File: config.mk
export PLATFORM = sky130hd
export DESIGN_NAME = rns_crt_convert
export DESIGN_NICKNAME = d
export VERILOG_FILES = /design/src/rtl/rns_pkg.sv /design/src/rtl/rns_mod129_scale.sv /design/src/rtl/rns_crt_convert.sv
export SDC_FILE = /design/constraint.sdc
export NUM_CORES = 1
export LEC_CHECK = 0
export BUFFER_PORTS_ARGS = -buffer_cell sky130_fd_sc_hd__buf_2
export CAP_MARGIN = 20
export CORE_ASPECT_RATIO = 0.8
export CORE_MARGIN = 5
export CORE_UTILIZATION = 63
export CTS_BUF_LIST = sky130_fd_sc_hd__clkbuf_4 sky130_fd_sc_hd__clkbuf_8 sky130_fd_sc_hd__clkbuf_16
export CTS_CLUSTER_DIAMETER = 40
export DETAILED_ROUTE_END_ITERATION = 8
export PLACE_DENSITY = 0.85
export SYNTH_ARGS = -nofsm -noshare
export SYNTH_HDL_FRONTEND = slang
export SYNTH_SLANG_ARGS = --single-unit
File: constraint.sdc
create_clock -name clk -period 4.9 [get_ports clk]
set_input_delay 0.98 -clock clk [delete_from_list [all_inputs] [get_ports clk]]
set_output_delay 0.98 -clock clk [all_outputs]
set_load 0.01 [all_outputs]
File: src/rtl/rns_pkg.sv
// Shared constants and state encoding for the 129/256 residue-to-binary converter.
package rns_pkg;

   localparam int MOD_A       = 129;
   localparam int MOD_B       = 256;
   localparam int INV_B_MOD_A = 64;
   localparam int X_MAX       = 33023;

   typedef enum logic [2:0] {
      IDLE   = 3'd0,
      REDUCE = 3'd1,
      DIFF   = 3'd2,
      SCALE  = 3'd3,
      OUT    = 3'd4
   } state_t;

endpackage

File: src/rtl/rns_mod129_scale.sv
// Combinational t = (d * 64) mod 129, exploiting 128 == -1 (mod 129) so no multiplier is needed.
module rns_mod129_scale
   import rns_pkg::*;
(
   input  logic [7:0] d,
   output logic [7:0] t
);

   logic [7:0] half;

   assign half = {1'b0, d[7:1]};

   // d*64 = (d/2)*128 = -(d/2) for even d; odd d adds one extra 64.
   always_comb begin
      t = '0;
      if (d[0]) begin
         t = 8'(INV_B_MOD_A) - half;
      end else if (d != 8'd0) begin
         t = 8'(MOD_A) - half;
      end
   end

endmodule

File: src/rtl/rns_crt_convert.sv
// Residue pair (mod 129, mod 256) to binary converter using a mixed-radix CRT,
// one arithmetic step per state with a registered output handshake.
//
// state  | meaning
// IDLE   | ready for a new residue pair
// REDUCE | r2m = r256 mod 129
// DIFF   | d = (r129 - r2m) mod 129
// SCALE  | t = (d * 64) mod 129
// OUT    | load result, then hold until out_ready
module rns_crt_convert
   import rns_pkg::*;
#(
   parameter bit CHECK_RANGE = 1'b1
) (
   input  logic        clk,
   input  logic        reset,
   input  logic        in_valid,
   output logic        in_ready,
   input  logic [7:0]  in_r129,
   input  logic [7:0]  in_r256,
   output logic        out_valid,
   input  logic        out_ready,
   output logic [15:0] out_data,
   output logic        out_err
);

   state_t     state_q, state_d;
   logic [7:0] r129_q, r256_q, r2m_q, d_q, t_q;
   logic [7:0] r2m_c, d_c, t_c;
   logic       range_err;
   logic       capture, load_out, release_out;

   rns_mod129_scale u_scale (
      .d (d_q),
      .t (t_c)
   );

   assign r2m_c = (r256_q >= 8'(MOD_A)) ? (r256_q - 8'(MOD_A)) : r256_q;
   // The wrapped 8-bit sum is exact because the true difference lies in 1..128.
   assign d_c   = (r129_q >= r2m_q) ? (r129_q - r2m_q) : (r129_q + 8'(MOD_A) - r2m_q);
   assign range_err = CHECK_RANGE && (r129_q > 8'(MOD_A - 1));

   always_ff @(posedge clk or posedge reset) begin
      if (reset) begin
         state_q <= IDLE;
      end else begin
         state_q <= state_d;
      end
   end

   always_comb begin
      state_d     = state_q;
      in_ready    = 1'b0;
      capture     = 1'b0;
      load_out    = 1'b0;
      release_out = 1'b0;
      case (state_q)
         IDLE: begin
            in_ready = 1'b1;
            if (in_valid) begin
               capture = 1'b1;
               state_d = REDUCE;
            end
         end
         REDUCE: state_d = DIFF;
         DIFF:   state_d = SCALE;
         SCALE:  state_d = OUT;
         OUT: begin
            // First OUT cycle registers the result; afterwards wait for the consumer.
            if (!out_valid) begin
               load_out = 1'b1;
            end else if (out_ready) begin
               release_out = 1'b1;
               state_d     = IDLE;
            end
         end
         default: state_d = IDLE;
      endcase
   end

   always_ff @(posedge clk or posedge reset) begin
      if (reset) begin
         r129_q    <= '0;
         r256_q    <= '0;
         r2m_q     <= '0;
         d_q       <= '0;
         t_q       <= '0;
         out_valid <= 1'b0;
         out_data  <= '0;
         out_err   <= 1'b0;
      end else begin
         if (capture) begin
            r129_q <= in_r129;
            r256_q <= in_r256;
         end
         if (state_q == REDUCE) r2m_q <= r2m_c;
         if (state_q == DIFF)   d_q   <= d_c;
         if (state_q == SCALE)  t_q   <= t_c;
         if (load_out) begin
            out_valid <= 1'b1;
            out_err   <= range_err;
            out_data  <= range_err ? 16'd0 : {t_q, r256_q};
         end else if (release_out) begin
            out_valid <= 1'b0;
         end
      end
   end

endmodule
==> results.cfg <==
[run_status]
status = finished clean

[clock_network]
clk_pin_slew_ps = 60
cts_buffer_depth = 2
postCtsHoldBufs = 0
worstSkewPairLatency_ps = 350
cts_tree = yes
tritoncts.num_buffers = 9
cts-resized-gates = 0
root_buffer = clkbuf_8
postCtsSetupBuffers = 0
cts_max_level = 3
cts.sinks = 61

[global_routing]
grt_overflow = 0
grt_pass1_wl_um = 12500
grt_usage = 0.221
grt_max_degree = 62
grt_pass1_vias = 2657
antenna_found_initial = 0

[setup_path]
cp_max_fo = 4
cp.arrival_ps = 2830
worst_setup_path_end_kind = register
required_ps = 5120
cp-start-kind = register
path_class = register to register

[detailed_routing]
drc = 0
ant_nets = 0
viasPerCell = 5.80
avgRoutedWirePerCell_um = 15.9
vias = 2646
drt_iter0_markers = 119
totalWireLength_um = 7240
drtPass1Iterations = 5

[synth]
ys_async_sr_fraction = 1.00
yosys_warnings = 0
yosys.area.top_type = dfrtp_1
synthDistinctLibCells = 54
synth-main-ff-cell = dfrtp_1
synth_top_area_frac = 0.439
syn_area_um2 = 3480
synth_edf_count = 0
synth.area.top_cells = dfrtp_1 44%, ha_1 7.2%, nand2_1 4.4%
ys_seq_area_frac = 0.439
synth_seq_cells = 61
synth_commonest_cells = 61 x dfrtp_1, 41 x nand2_1, 32 x inv_1
yosysMostFrequentCell = dfrtp_1
syn-num-nets = 396
synthCells = 350
synth_area_per_cell_um2 = 9.93

[sta]
period_needed_ps = 2610
finalSetupViolCount = 0
tns_ps = 0
slew_violations = 0
rsz0062_at_grt = no
skew_ps = 10.7
slew_headroom = 0.406
fin_crit_sh = 0.533
holdWs_ps = 480
finalHoldViolCount = 0
worst_slew_pin_slew_ps = 891
max_freq_mhz = 383

[finish]
syn_to_final_growth_pct = 13.4
nets = 432
diodes = 0
drive_above_1_share = 0.189
layout.cells.non_filler = 456
fin_area_um2 = 3940

[power_and_ir_drop]
peakVddDrop_uv = 611
p_per_area_nw_per_um2 = 842
leakagePower_uw = 0.00190

[placement]
place_inst = 439
place_area_um2 = 3690
hpwl_um = 5180
portBuffers = 38
place_congestion = 0.884

[floorplan]
die-area_um2 = 7110
die_x_um = 93.1
num_rows = 24
pin_count = 39
core_um2 = 5410
die_h_um = 76.5
initial_core_util = 0.643

[run]
maxCapViolations = 0

[hold_path]
min_path_type = register to register
-- report_power, final --
part,switching (uW),total (uW),internal (uW)
sequential,238,974,736
clock,201,544,343
combinational,995,1800,806
total,1430,3320,1890
-- cell usage in the layout, fill, tap and decap left out, drive strengths merged, types with 5 or more instances in the layout --
cell type / count
nand3: 8
nor3: 10
fa: 6
clkbuf: 10
nor2: 12
xor2: 10
buf: 40
ha: 20
dfrtp: 61
a31oi: 5
xnor2: 9
a21oi: 12
mux2i: 5
inv: 32
mux2: 9
o21ai: 33
nand2: 42
a22o: 16
-- worst max-delay path, stage by stage (launching register included) --
cell and delay, ps:
dfrtp_1 410, inv_1 100, ha_1 330, inv_1 50, ha_1 220, fa_1 420
nand2_1 80, o21ai_1 90, a221o_1 320, nor3b_1 140, or3_1 330
-- final timing paths --
kind / from / endpoint / slack, ps / cells past startpoint
setup reg to reg: r129_q[1] / d_q[7] / 2290 / 10
hold reg to reg: t_q[1] / t_q[1] / 480 / 1
min in group asynchronous: reset / t_q[7] / 840 / 3
hold / removal: t_q[1] / t_q[1] / 480 / 1
max in group asynchronous: reset / r129_q[4] / 3570 / 3
setup / recovery: r129_q[1] / d_q[7] / 2290 / 10
-- area by class of cell --
class                      count  area [um^2]
clock buffer                  10          131
clock inverter                 6          111
fill                         387         1460
inverter                      32          120
multi-input combinational    242         1770
sequential                    61         1530
tap                           65         81.3
timing repair buffer          40          205
-- logic make-up after synthesis --
group	Yosys count	share of synthesized area
buffers and inverters	47	0.0529
AND/OR/NAND/NOR	93	0.130
flip-flops	61	0.439
AO/OA/AOI/OAI	90	0.178
XOR/XNOR	19	0.0500
multiplexers	14	0.0435
adder cells (fa/ha/maj)	26	0.107
-- routing by layer --
metal / up-vias / global-route usage / share of wire
li1: 1293 / - / -
met1: 1273 / 0.292 / 0.45
met2: 69 / 0.352 / 0.49
met3: 11 / 0.0592 / 0.050
met4: 0 / 0.0747 / 0.015
met5: - / 0 / 0
-- registers in the layout, summed over array words and instances, names as in the netlist --
name / count
out_data: 16
d_q: 8
r129_q: 8
r256_q: 8
r2m_q: 8
t_q: 8
state_q: 3
out_err: 1
out_valid: 1
-- through the flow --
stage,util,power [uW],setup slack [ps]
6_report,0.729,3320,2290
2_1_floorplan,-,2340,2410
5_1_grt,0.729,3600,2150
3_5_place_dp,0.683,2740,2040
4_1_cts,0.728,3310,2000
3_3_place_gp,0.683,2670,2140
Note: power is estimated with default switching activity, not from simulation.
